File: src/rtl/shared_reg_arbiter.sv
// Round-robin write arbiter sharing one WIDTH-bit enable register among four requesters.
// Optional feature macro: SHARED_REG_LOCK_EN enables the LOCKED state (exclusive ownership).
module shared_reg_arbiter #(
    parameter int unsigned WIDTH = 32
) (
    input  logic               clk,
    input  logic               reset,
    input  logic [3:0]         req,
    input  logic [4*WIDTH-1:0] data,
    input  logic [3:0]         lock,
    output logic [3:0]         gnt,
    output logic [WIDTH-1:0]   q,
    output logic [1:0]         last_id,
    output logic [15:0]        wr_count,
    output logic               locked
);
    localparam int unsigned NREQ  = 4;
    localparam int unsigned CNT_W = 16;

    localparam logic [0:0] ST_ARB    = 1'b0;
    localparam logic [0:0] ST_LOCKED = 1'b1;

`ifdef SHARED_REG_LOCK_EN
    localparam logic LOCK_EN = 1'b1;
`else
    localparam logic LOCK_EN = 1'b0;
`endif

    logic [0:0]       r_state;
    logic [0:0]       w_state_nxt;
    logic [1:0]       r_owner;
    logic [1:0]       w_owner_nxt;
    logic [1:0]       r_ptr;
    logic [1:0]       w_win;
    logic [3:0]       w_lock;
    logic [3:0]       w_gnt;
    logic             w_wr;
    logic             w_release;
    logic [WIDTH-1:0] r_q;
    logic [WIDTH-1:0] w_reg_d;
    logic             w_reg_en;
    logic [1:0]       r_last_id;
    logic [CNT_W-1:0] r_wr_count;
    logic             r_locked;

    // With the lock feature compiled out the lock lanes read as all-zero.
    assign w_lock = lock & {NREQ{LOCK_EN}};

    // Winner selection, grant generation and next state.
    always_comb begin
        w_win       = r_ptr;
        w_gnt       = '0;
        w_state_nxt = r_state;
        w_owner_nxt = r_owner;
        w_release   = 1'b0;
        if (r_state == ST_LOCKED) begin
            w_win          = r_owner;
            w_gnt[r_owner] = req[r_owner];
            if (!w_lock[r_owner]) begin
                w_state_nxt = ST_ARB;
                w_release   = 1'b1;
            end
        end else begin
            // Scan from the far end so the index closest to ptr is assigned last.
            for (int k = 3; k >= 0; k--) begin
                if (req[r_ptr + 2'(k)]) begin
                    w_win = r_ptr + 2'(k);
                end
            end
            w_gnt[w_win] = req[w_win];
            if (req[w_win] && w_lock[w_win]) begin
                w_state_nxt = ST_LOCKED;
                w_owner_nxt = w_win;
            end
        end
        if (reset) begin
            w_gnt = '0;
        end
    end

    assign w_wr     = |w_gnt;
    assign w_reg_en = w_wr;
    assign w_reg_d  = data[w_win*WIDTH +: WIDTH];

    always_ff @(posedge clk) begin
        if (reset) begin
            r_state <= ST_ARB;
            r_owner <= '0;
        end else begin
            r_state <= w_state_nxt;
            r_owner <= w_owner_nxt;
        end
    end

    // Shared enable register fed by the winning lane.
    always_ff @(posedge clk) begin
        if (reset) begin
            r_q <= '0;
        end else if (w_reg_en) begin
            r_q <= w_reg_d;
        end
    end

    // In LOCKED the winner is the owner, so a release also lands ptr at owner+1.
    always_ff @(posedge clk) begin
        if (reset) begin
            r_ptr      <= '0;
            r_last_id  <= '0;
            r_wr_count <= '0;
            r_locked   <= 1'b0;
        end else begin
            r_locked <= (w_state_nxt == ST_LOCKED);
            if (w_wr) begin
                r_last_id  <= w_win;
                r_wr_count <= r_wr_count + CNT_W'(1);
            end
            if (w_wr || w_release) begin
                r_ptr <= w_win + 2'd1;
            end
        end
    end

    assign gnt      = w_gnt;
    assign q        = r_q;
    assign last_id  = r_last_id;
    assign wr_count = r_wr_count;
    assign locked   = r_locked;

endmodule
File: config.mk
export PLATFORM = sky130hd
export DESIGN_NAME = shared_reg_arbiter
export DESIGN_NICKNAME = d
export VERILOG_FILES = /design/src/rtl/shared_reg_arbiter.sv
export SDC_FILE = /design/constraint.sdc
export NUM_CORES = 1
export LEC_CHECK = 0
export BUFFER_PORTS_ARGS = -buffer_cell sky130_fd_sc_hd__buf_2
export CAP_MARGIN = 20
export CORE_ASPECT_RATIO = 1.2
export CORE_UTILIZATION = 28
export CTS_CLUSTER_DIAMETER = 80
export CTS_CLUSTER_SIZE = 10
export DETAILED_ROUTE_END_ITERATION = 8
export HOLD_SLACK_MARGIN = 0.12
export SKIP_CTS_REPAIR_TIMING = 1
export SLEW_MARGIN = 20
export SYNTH_ARGS = -nofsm -noshare
export SYNTH_HDL_FRONTEND = slang
export SYNTH_SLANG_ARGS = --single-unit
File: constraint.sdc
create_clock -name clk -period 5.06 [get_ports clk]
set_clock_uncertainty 0.1 [all_clocks]
set_input_delay 0.253 -clock clk [delete_from_list [all_inputs] [get_ports clk]]
set_output_delay 0.253 -clock clk [all_outputs]
set_load 0.02 [all_outputs]
==> reports/metrics.yaml, run 1 <==
status:
  status: "finished with violations"
  violations: "DRC"
placement:
  io_buffer_count: 187
  place_hpwl_mm: 6.22
  routabilityCongestion: 0.732
  dp_cells: 594
power:
  leakagePower_nw: 2.01
  p_total_mw: 1.69
  peakVddDrop_mv: 0.192
  powerDensity_mw_per_mm2: 400
synthesis:
  ys.flop_type: "dfxtp_1"
  synth.top_cells.by_count: "mux2i_1 (67), dfxtp_1 (52), nand2_1 (35)"
  synth_top_area_share: 0.333
  async_flop_share: 0
  yosys_warnings: 0
  postSynthCellCount: 299
  postSynthAreaPerCell_um2: 10.5
  yosysSeqAreaShare: 0.333
  synth.area.top_cells: "dfxtp_1 (33%), mux2i_1 (21%), o221ai_2 (14%)"
  synth-edff-count: 0
  ys_ff_latch: 52
  synth_most_common_cell: "mux2i_1"
  ys_types: 42
  synth_area_leader_cell: "dfxtp_1"
  syn_area_mm2: 0.00313
  syn_nets: 442
layout:
  finalNonFillerCells: 602
  antenna_cells: 0
  drive_gt1_frac: 0.497
  final_nets: 615
  syn_to_final_growth_pct: 34.9
floorplan:
  die_area_mm2: 0.0116
  dieWidth_um: 98.5
  start_util: 0.292
  core_mm2: 0.0107
  rows: 41
  ioPinCount: 193
  die_y_um: 118
cts:
  root_buffer: "clkbuf_16"
  clock_sinks: 52
  cts_htree_levels: 2
  clkSlewWorstSetupHoldPaths_ns: 0.07
  clkLatencyLatePin_ns: 0.29
  cts_buffer_depth: 2
  cts_made_buffers: 5
  cts_tree: "done"
global_routing:
  grt_pass1_wl_mm: 13.4
  antenna_found_initial: 0
  grt_pass1_vias: 2849
  grt.overflow.total: 0
  grt_max_degree: 66
  track_usage: 0.142
timing:
  worst_pin_slew_ns: 1.04
  max_freq_mhz: 281
  period_share: 0.704
  slew_headroom: 0.308
  tns_ns: 0
  hold_viol: 0
  drv_slew: 0
  setup_violations: 0
  rsz0062_at_grt: "no"
  period_needed_ns: 3.56
min_path:
  hold_class: "input pin to flop"
  min_path_cells: 3
drt:
  wl_per_cell_um: 13.8
  dr.pass1.iters: 8
  routed_wl_mm: 8.29
  drtIter0Drc: 70
  via_per_inst: 4.81
  drc: 16
  routed-via-count: 2894
  ant_nets: 0
setup_path:
  rr_worst_depth: 9
  cp.required_ns: 5.08
  end_kind: "flop"
  cp_max_fo: 32
  crit_path_start_kind: "flop"
  cp.arrival_ns: 3.58
  criticalPathCategory: "flop to flop"
run:
  maxCapViolCount: 0
## kinds of logic (layout without fill, tap and decap cells)
kind of cell	Yosys count	in the layout	share of synthesized area
AOI/OAI and AO/OA	44	44	0.180
muxes	67	67	0.214
and+or+nand+nor	92	92	0.153
adders and majority gates	5	5	0.0200
buffers and inverters	26	200	0.0655
xor gates and xnor gates	12	12	0.0336
DFF	52	52	0.333
other	1	1	0.00120
## layout by cell type, fill, tap and decap left out, drive strengths merged
cell and n:
nand4 7, a221o 1, o221ai 32, nor3 2, nor4 3, ha 5, clkbuf 6, and2b 1
nor2b 2, conb 1, nand2b 2, inv 5, a211oi 2, o22ai 1, nand3 3, nand3b 2
o311a 1, nor2 21, mux2i 67, and2 6, xor2 8, buf 188, o21ai 4, nand2 37
a21oi 1, xnor2 4, bufinv 1, o31ai 1, dfxtp 52, and3 6, a21o 1
## flip-flops by register name, summed over array words and instances (netlist names)
name      flops
last_id       2
q            32
r_ptr         2
wr_count     16
## routing by layer
layer | share of wire | GRT usage | vias to the layer above
met5 | 0 | 0 | -
met1 | 0.41 | 0.156 | 1339
met3 | 0.072 | 0.0291 | 2
met2 | 0.51 | 0.272 | 113
li1 | - | - | 1440
met4 | 0.0051 | 0.0336 | 0
## path summary, 6_finish.rpt
path | end | startpoint | slack [ns]
hold reg to reg | q[7]$_SDFFE_PP0P_ | q[7]$_SDFFE_PP0P_ | 0.36
setup reg to reg | q[23]$_SDFFE_PP0P_ | r_ptr[1]$_SDFFE_PP0P_ | 1.50
setup / recovery | q[23]$_SDFFE_PP0P_ | r_ptr[1]$_SDFFE_PP0P_ | 1.50
hold / removal | q[21]$_SDFFE_PP0P_ | data[21] | 0.16
## cell type report
cell class | instances | area [µm²]
clock buffer | 6 | 129
clock inverter | 2 | 38.8
fill | 1069 | 6500
inverter | 4 | 15.0
multi-input combinational | 221 | 1900
sequential | 52 | 1040
tap | 129 | 161
timing repair buffer | 188 | 943
## power by group
group	internal, mW	leakage, nW	switching (mW)
sequential	0.511	0.428	0.0521
clock	0.236	0.0815	0.155
combinational	0.303	1.50	0.435
## metrics by stage
step / area, µm² / hold slack [ns] / setup WS (ns) / utilization
2_1_floorplan: 3130 / 0.339 / 2.38 / -
3_3_place_gp: 4060 / 0.339 / 1.51 / 0.378
3_5_place_dp: 4060 / 0.346 / 1.43 / 0.378
4_1_cts: 4220 / 0.158 / 1.40 / 0.394
5_1_grt: 4220 / 0.175 / 1.13 / 0.394
6_report: 4220 / 0.165 / 1.50 / 0.394
## worst max-delay path, cell delays in order (launching register included)
cell and delay, ns:
dfxtp_1 0.47, nor2_1 0.10, a221o_1 0.33, o22ai_4 0.24, inv_2 0.08, ha_1 0.22, nor4_2 0.55, nor3_4 0.22
nand2_2 0.80, o221ai_1 0.24
(Power assumes the default switching activity.)
==> run 2: changes to the inputs <==
==> constraint.sdc (replaced) <==
create_clock -name clk -period 3.2 [get_ports clk]
set_clock_uncertainty 0.1 [all_clocks]
set_input_delay 0.16 -clock clk [delete_from_list [all_inputs] [get_ports clk]]
set_output_delay 0.16 -clock clk [all_outputs]
set_load 0.02 [all_outputs]
==> run 2 against run 1 <==
The run still ends with DRC left. Cell count rose by 15%. Count of clock-buffer cells in the layout is 1 lower. Cell area rose by 22%. Sequential power increased by 58%. Critical path type unchanged.
==> reports/metrics.yaml, run 2 (synthesis results as in run 1) <==
cts:
  cts_tree: "done"  # unchanged
  clkLatencyLatePin_ns: 0.29  # about the same
  cts_buffer_depth: 2  # unchanged
  clock_sinks: 52  # unchanged
  cts_made_buffers: 5  # unchanged
  root_buffer: "clkbuf_16"  # unchanged
  clkSlewWorstSetupHoldPaths_ns: 0.07  # about the same
  cts_htree_levels: 2  # unchanged
floorplan:
  rows: 41  # unchanged
  ioPinCount: 193  # unchanged
  die_y_um: 118  # unchanged
  start_util: 0.292  # unchanged
  dieWidth_um: 98.5  # unchanged
  die_area_mm2: 0.0116  # unchanged
  core_mm2: 0.0107  # unchanged
timing:
  setup_violations: 0  # unchanged
  rsz0062_at_grt: "no"  # unchanged
  drv_slew: 0  # unchanged
  fin_ws_ns: 0.246  # was 1.50 ns
  max_freq_mhz: 339  # was 281 MHz
  period_share: 0.923  # was 0.704
  tns_ns: 0  # unchanged
  slew_headroom: 0.352  # was 0.308
  hold_viol: 0  # unchanged
  period_needed_ns: 2.95  # was 3.56 ns
  worst_pin_slew_ns: 0.972  # was 1.04 ns
drt:
  dr.pass1.iters: 8  # unchanged
  ant_nets: 0  # unchanged
  routed-via-count: 3376  # was 2894
  wl_per_cell_um: 15.0  # was 13.8 µm
  via_per_inst: 4.89  # was 4.81
  drc: 14  # was 16
  routed_wl_mm: 10.4  # was 8.29 mm
  drtIter0Drc: 83  # was 70
layout:
  layout_commonest_cell: "buf_2"  # unchanged
  n_fill_cell: 953  # was 1069
  final_nets: 704  # was 615
  fin_area_mm2: 0.00514  # was 0.00422 mm²
  largest_reg_flops: 32  # unchanged
  utilization: 0.480  # was 0.394
  antenna_cells: 0  # unchanged
  drive_gt1_frac: 0.432  # was 0.497
  final_cell_mix: "buf_2 (187), dlygate4sd3_1 (82), mux2i_1 (67)"  # was buf_2 (187), mux2i_1 (67), dfxtp_1 (52)
  syn_to_final_growth_pct: 64.3  # was 34.9%
setup_path:
  cp.arrival_ns: 3.01  # was 3.58 ns
  criticalPathCategory: "flop to flop"  # unchanged
  r2r_start: "r_ptr[0]$_SDFFE_PP0P_"  # was r_ptr[1]$_SDFFE_PP0P_
  r2r_slack_ns: 0.25  # was 1.50 ns
  cp.required_ns: 3.25  # was 5.08 ns
  crit_path_start_kind: "flop"  # unchanged
  rr_endpoint: "q[22]$_SDFFE_PP0P_"  # was q[23]$_SDFFE_PP0P_
  rr_worst_depth: 10  # was 9
  end_kind: "flop"  # unchanged
  cp_max_fo: 17  # was 32
global_routing:
  track_usage: 0.146  # was 0.142
  grt_pass1_vias: 3009  # was 2849
  grt_max_degree: 60  # was 66
  grt.overflow.total: 0  # unchanged
  grt_pass1_wl_mm: 13.8  # was 13.4 mm
  antenna_found_initial: 0  # unchanged
power:
  leakagePower_nw: 2.40  # was 2.01 nW
  powerDensity_mw_per_mm2: 575  # was 400 mW/mm²
  peakVddDrop_mv: 0.219  # was 0.192 mV
  p_total_mw: 2.96  # was 1.69 mW
min_path:
  hold_start: "data[96]"  # was data[21]
  hold_end: "q[0]$_SDFFE_PP0P_"  # was q[21]$_SDFFE_PP0P_
  hold_class: "input pin to flop"  # unchanged
  min_path_cells: 3  # unchanged
placement:
  placed_cell_area_mm2: 0.00411  # was 0.00406 mm²
  place_hpwl_mm: 6.47  # was 6.22 mm
  routabilityCongestion: 0.736  # was 0.732
  io_buffer_count: 187  # unchanged
  dp_slack_ns: 0.225  # was 1.43 ns
run:
  maxCapViolCount: 0  # unchanged
status:
  status: "finished with violations"  # unchanged
  violations: "DRC"  # unchanged
==> run 2: cell count changes in the layout (fill, tap and decap cells not counted) <==
cell | before | now
clkbuf_1 | 1 | 0
inv_6 | 1 | 0
buf_4 | 1 | 8
dlygate4sd3_1 | 0 | 82
bufinv_16 | 1 | 3
==> run 2: power by group <==
group          switching (mW)  internal (mW)  leakage (nW)
Clock                   0.243          0.527         0.104
Combinational           0.723          0.574          1.87
Sequential             0.0841          0.808         0.428
==> run 2: critical path, stage by stage, from the launching register on <==
cell and delay, ns:
dfxtp_1 0.39, and2b_1 0.21, a221o_1 0.30, o22ai_4 0.24, inv_2 0.09, ha_1 0.23
nor4_2 0.50, nor3_4 0.14, nand2_2 0.12, buf_4 0.29, o221ai_1 0.18
==> run 2: metrics by stage <==
step / hold slack (ns) / cells
after floorplan: 0.246 / 299
after global placement: 0.339 / 601
after detailed placement: 0.345 / 601
after CTS: 0.0599 / 609
after global routing: 0.116 / 691
final: 0.0886 / 691
==> run 2: worst max path at each step <==
stage / from / to / slack, ns / depth (start not counted)
floorplan: r_ptr[0]$_SDFFE_PP0P_ / q[10]$_SDFFE_PP0P_ / 0.52 / 12
global placement: r_ptr[0]$_SDFFE_PP0P_ / q[22]$_SDFFE_PP0P_ / 0.31 / 10
detailed placement: r_ptr[0]$_SDFFE_PP0P_ / q[22]$_SDFFE_PP0P_ / 0.23 / 10
CTS: r_ptr[0]$_SDFFE_PP0P_ / q[22]$_SDFFE_PP0P_ / 0.21 / 10
global route: r_ptr[0]$_SDFFE_PP0P_ / q[22]$_SDFFE_PP0P_ / 0.05 / 10
finish: r_ptr[0]$_SDFFE_PP0P_ / q[22]$_SDFFE_PP0P_ / 0.25 / 10
==> run 2: layout make-up <==
type | count | area, µm² | area share
clock buffers | 5 | 125 | 0.0243
clock inverters | 3 | 90.1 | 0.0175
inverters | 4 | 15.0 | 0.00292
multi-input cells | 221 | 1900 | 0.368
flip-flops and latches | 52 | 1040 | 0.202
well taps | 129 | 161 | 0.0314
repair buffers | 277 | 1820 | 0.353
==> run 2: per-layer routing <==
metal | track usage | wire length, µm | up-vias | share of wire
met2 | 0.288 | 5710 | 149 | 0.55
met3 | 0.0338 | 647 | 28 | 0.062
met4 | 0.0410 | 271 | 0 | 0.026
li1 | - | - | 1621 | -
met1 | 0.151 | 3730 | 1578 | 0.36
met5 | 0 | 0 | - | 0
==> run 3: changes to the inputs <==
--- a/config.mk
+++ b/config.mk
@@ -7,7 +7,7 @@
 export LEC_CHECK = 0
 export BUFFER_PORTS_ARGS = -buffer_cell sky130_fd_sc_hd__buf_2
 export CAP_MARGIN = 20
-export CORE_ASPECT_RATIO = 1.2
+export CORE_ASPECT_RATIO = 1.1
 export CORE_UTILIZATION = 28
 export CTS_CLUSTER_DIAMETER = 80
 export CTS_CLUSTER_SIZE = 10
==> run 3 against run 2 <==
The run now ends clean. First-iteration DRC count down 28%. Worst hold slack worse by 0.0011 ns. Combinational power grew 4%. Non-clock buffer count decreased by 4. Fmax hardly changed. Die area about the same. Utilization decreased by 1.3 points. Cell area shrank 1.1%. Sequential power about the same. Highest routed layer unchanged.
==> reports/metrics.yaml, run 3 (synthesis results as in run 1) <==
layout:
  layout_commonest_cell: "buf_2"  # unchanged
  final_nets: 700  # was 704
  syn_to_final_growth_pct: 62.5  # was 64.3%
  fin_area_mm2: 0.00509  # was 0.00514 mm²
  final_cell_mix: "buf_2 (187), dlygate4sd3_1 (78), mux2i_1 (67)"  # was buf_2 (187), dlygate4sd3_1 (82), mux2i_1 (67)
  antenna_cells: 0  # unchanged
  drive_gt1_frac: 0.434  # was 0.432
  largest_reg_flops: 32  # unchanged
  n_fill_cell: 1030  # was 953
power:
  clkPwrFrac: 0.214  # was 0.260
  peakVddDrop_mv: 0.254  # was 0.219 mV
  intPower_mw: 1.80  # was 1.91 mW
  leakagePower_nw: 2.37  # was 2.40 nW
  p_sw_frac: 0.369  # was 0.355
  p_seq_frac: 0.313  # was 0.301
  p_total_mw: 2.85  # was 2.96 mW
  comb_power_share: 0.473  # was 0.438
  powerDensity_mw_per_mm2: 561  # was 575 mW/mm²
  switching_power_mw: 1.05  # about the same
drt:
  via_per_inst: 4.64  # was 4.89
  top_layer: "met4"  # unchanged
  drtIter0Drc: 60  # was 83
  wl_per_cell_um: 14.1  # was 15.0 µm
  dr.pass1.iters: 4  # was 8
  ant_nets: 0  # unchanged
  routed_wl_mm: 9.93  # was 10.4 mm
  wl_met1_mm: 3.96  # was 3.73 mm
  routed-via-count: 3272  # was 3376
  wl_met3_um: 610  # was 647 µm
  met2_length_mm: 5.24  # was 5.71 mm
  drc: 0  # was 14
placement:
  routabilityCongestion: 0.687  # was 0.736
  io_buffer_count: 187  # unchanged
  dp_slack_ns: 0.235  # was 0.225 ns
  place_hpwl_mm: 6.28  # was 6.47 mm
  placed_cell_area_mm2: 0.00414  # was 0.00411 mm²
floorplan:
  die_area_mm2: 0.0116  # about the same
  die_y_um: 113  # was 118 µm
  rows: 40  # was 41
  dieWidth_um: 103  # was 98.5 µm
  core_mm2: 0.0109  # was 0.0107 mm²
  ioPinCount: 193  # unchanged
  start_util: 0.287  # was 0.292
global_routing:
  antenna_found_initial: 0  # unchanged
  track_usage: 0.131  # was 0.146
  grt_max_degree: 35  # was 60
  grt.overflow.total: 0  # unchanged
  grt_pass1_wl_mm: 12.0  # was 13.8 mm
  grt_pass1_vias: 2527  # was 3009
setup_path:
  r2r_slack_ns: 0.25  # about the same
  cpMaxStageDelayCell: "nor4_2"  # unchanged
  rr_endpoint: "q[15]$_SDFFE_PP0P_"  # was q[22]$_SDFFE_PP0P_
  rr_worst_depth: 11  # was 10
  cp_max_fo: 23  # was 17
  cp.arrival_ns: 3.06  # was 3.01 ns
  cp.required_ns: 3.31  # was 3.25 ns
  cpLargestDelayFamily: "simple AND/OR/NAND/NOR gates"  # unchanged
  path_buf_inv: 2  # unchanged
  r2r_start: "r_ptr[1]$_SDFFE_PP0P_"  # was r_ptr[0]$_SDFFE_PP0P_
  criticalPathCategory: "flop to flop"  # unchanged
  crit_path_cell_trace: "nor2_1 > a221o_1 > o22ai_4 > inv_2 > ha_1 > nor4_2 > nor3_4 > nor2_4 > buf_12 > nand2_1 > o221ai_2"  # was and2b_1 > a221o_1 > o22ai_4 > inv_2 > ha_1 > nor4_2 > nor3_4 > nand2_2 > buf_4 > o221ai_1
  critPathMaxStageDelay_ns: 0.50  # about the same
  end_kind: "flop"  # unchanged
  crit_path_start_kind: "flop"  # unchanged
timing:
  period_share: 0.923  # about the same
  fin_ws_ns: 0.246  # about the same
  slew_headroom: 0.577  # was 0.352
  max_freq_mhz: 339  # about the same
  period_needed_ns: 2.95  # about the same
  hold_viol: 0  # unchanged
  setup_violations: 0  # unchanged
  rsz0062_at_grt: "no"  # unchanged
  worst_pin_slew_ns: 0.629  # was 0.972 ns
  tns_ns: 0  # unchanged
  drv_slew: 0  # unchanged
cts:
  cts_made_buffers: 5  # unchanged
  cts_buffer_depth: 2  # unchanged
  clkSlewWorstSetupHoldPaths_ns: 0.07  # about the same
  clock_sinks: 52  # unchanged
  cts_htree_levels: 2  # unchanged
  clkLatencyLatePin_ns: 0.29  # about the same
  root_buffer: "clkbuf_16"  # unchanged
  cts_tree: "done"  # unchanged
min_path:
  hold_start: "data[90]"  # was data[96]
  min_path_cells: 3  # unchanged
  hold_class: "input pin to flop"  # unchanged
  hold_end: "q[26]$_SDFFE_PP0P_"  # was q[0]$_SDFFE_PP0P_
status:
  status: "completed"  # was finished with violations
run:
  maxCapViolCount: 0  # unchanged
==> run 3: cell count changes in the layout (fill, tap and decap cells not counted), sizes merged <==
cell	before	now
bufinv	3	1
clkinv	0	1
dlygate4sd3	82	78
clkbuf	5	6
==> run 3: per-stage QoR <==
step | std cells | utilization | hold WS [ns]
after floorplan | 299 | - | 0.246
after global routing | 705 | 0.466 | 0.116
after CTS | 627 | 0.395 | 0.0503
after detailed placement | 619 | 0.380 | 0.346
after global placement | 619 | 0.380 | 0.341
final | 705 | 0.466 | 0.0875
==> run 3: power groups by stage <==
stage | sequential, mW | clock [mW] | combinational [mW]
2_1_floorplan | 1.09 | 0 | 0.699
3_3_place_gp | 0.898 | 0 | 1.18
3_5_place_dp | 0.904 | 0 | 1.20
4_1_cts | 0.891 | 0.637 | 1.20
5_1_grt | 0.912 | 0.659 | 1.45
6_report | 0.892 | 0.611 | 1.35
==> run 3: routing by layer <==
metal / GRT usage / up-vias
li1: - / 1611
met1: 0.149 / 1527
met2: 0.245 / 124
met3: 0.0278 / 10
met4: 0.0291 / 0
met5: 0 / -
==> run 3: worst register-to-register path: stages, from the launching register on <==
cell	delay, ns
dfxtp_1	0.46
nor2_1	0.08
a221o_1	0.33
o22ai_4	0.26
inv_2	0.10
ha_1	0.22
nor4_2	0.50
nor3_4	0.14
nor2_4	0.32
buf_12	0.21
nand2_1	0.10
o221ai_2	0.06
==> run 3: worst max path at each step <==
stage                          startpoint                 end  slack (ns)  cells after the start
CTS                 r_ptr[1]$_SDFFE_PP0P_  q[15]$_SDFFE_PP0P_        0.22                     11
detailed placement  r_ptr[1]$_SDFFE_PP0P_  q[20]$_SDFFE_PP0P_        0.24                     11
floorplan           r_ptr[0]$_SDFFE_PP0P_  q[10]$_SDFFE_PP0P_        0.52                     12
global placement    r_ptr[0]$_SDFFE_PP0P_  q[14]$_SDFFE_PP0P_        0.27                     11
finish              r_ptr[1]$_SDFFE_PP0P_  q[15]$_SDFFE_PP0P_        0.25                     11
global route        r_ptr[1]$_SDFFE_PP0P_  q[11]$_SDFFE_PP0P_        0.03                     11
==> run 3: layout make-up <==
cell class / count / area [µm²] / share of cell area
Multi-Input combinational cell: 221 / 1900 / 0.373
Sequential cell: 52 / 1040 / 0.205
Timing Repair Buffer: 273 / 1790 / 0.352
Clock inverter: 2 / 35.0 / 0.00688
Clock buffer: 6 / 129 / 0.0253
Inverter: 4 / 15.0 / 0.00295
Tap cell: 147 / 184 / 0.0361
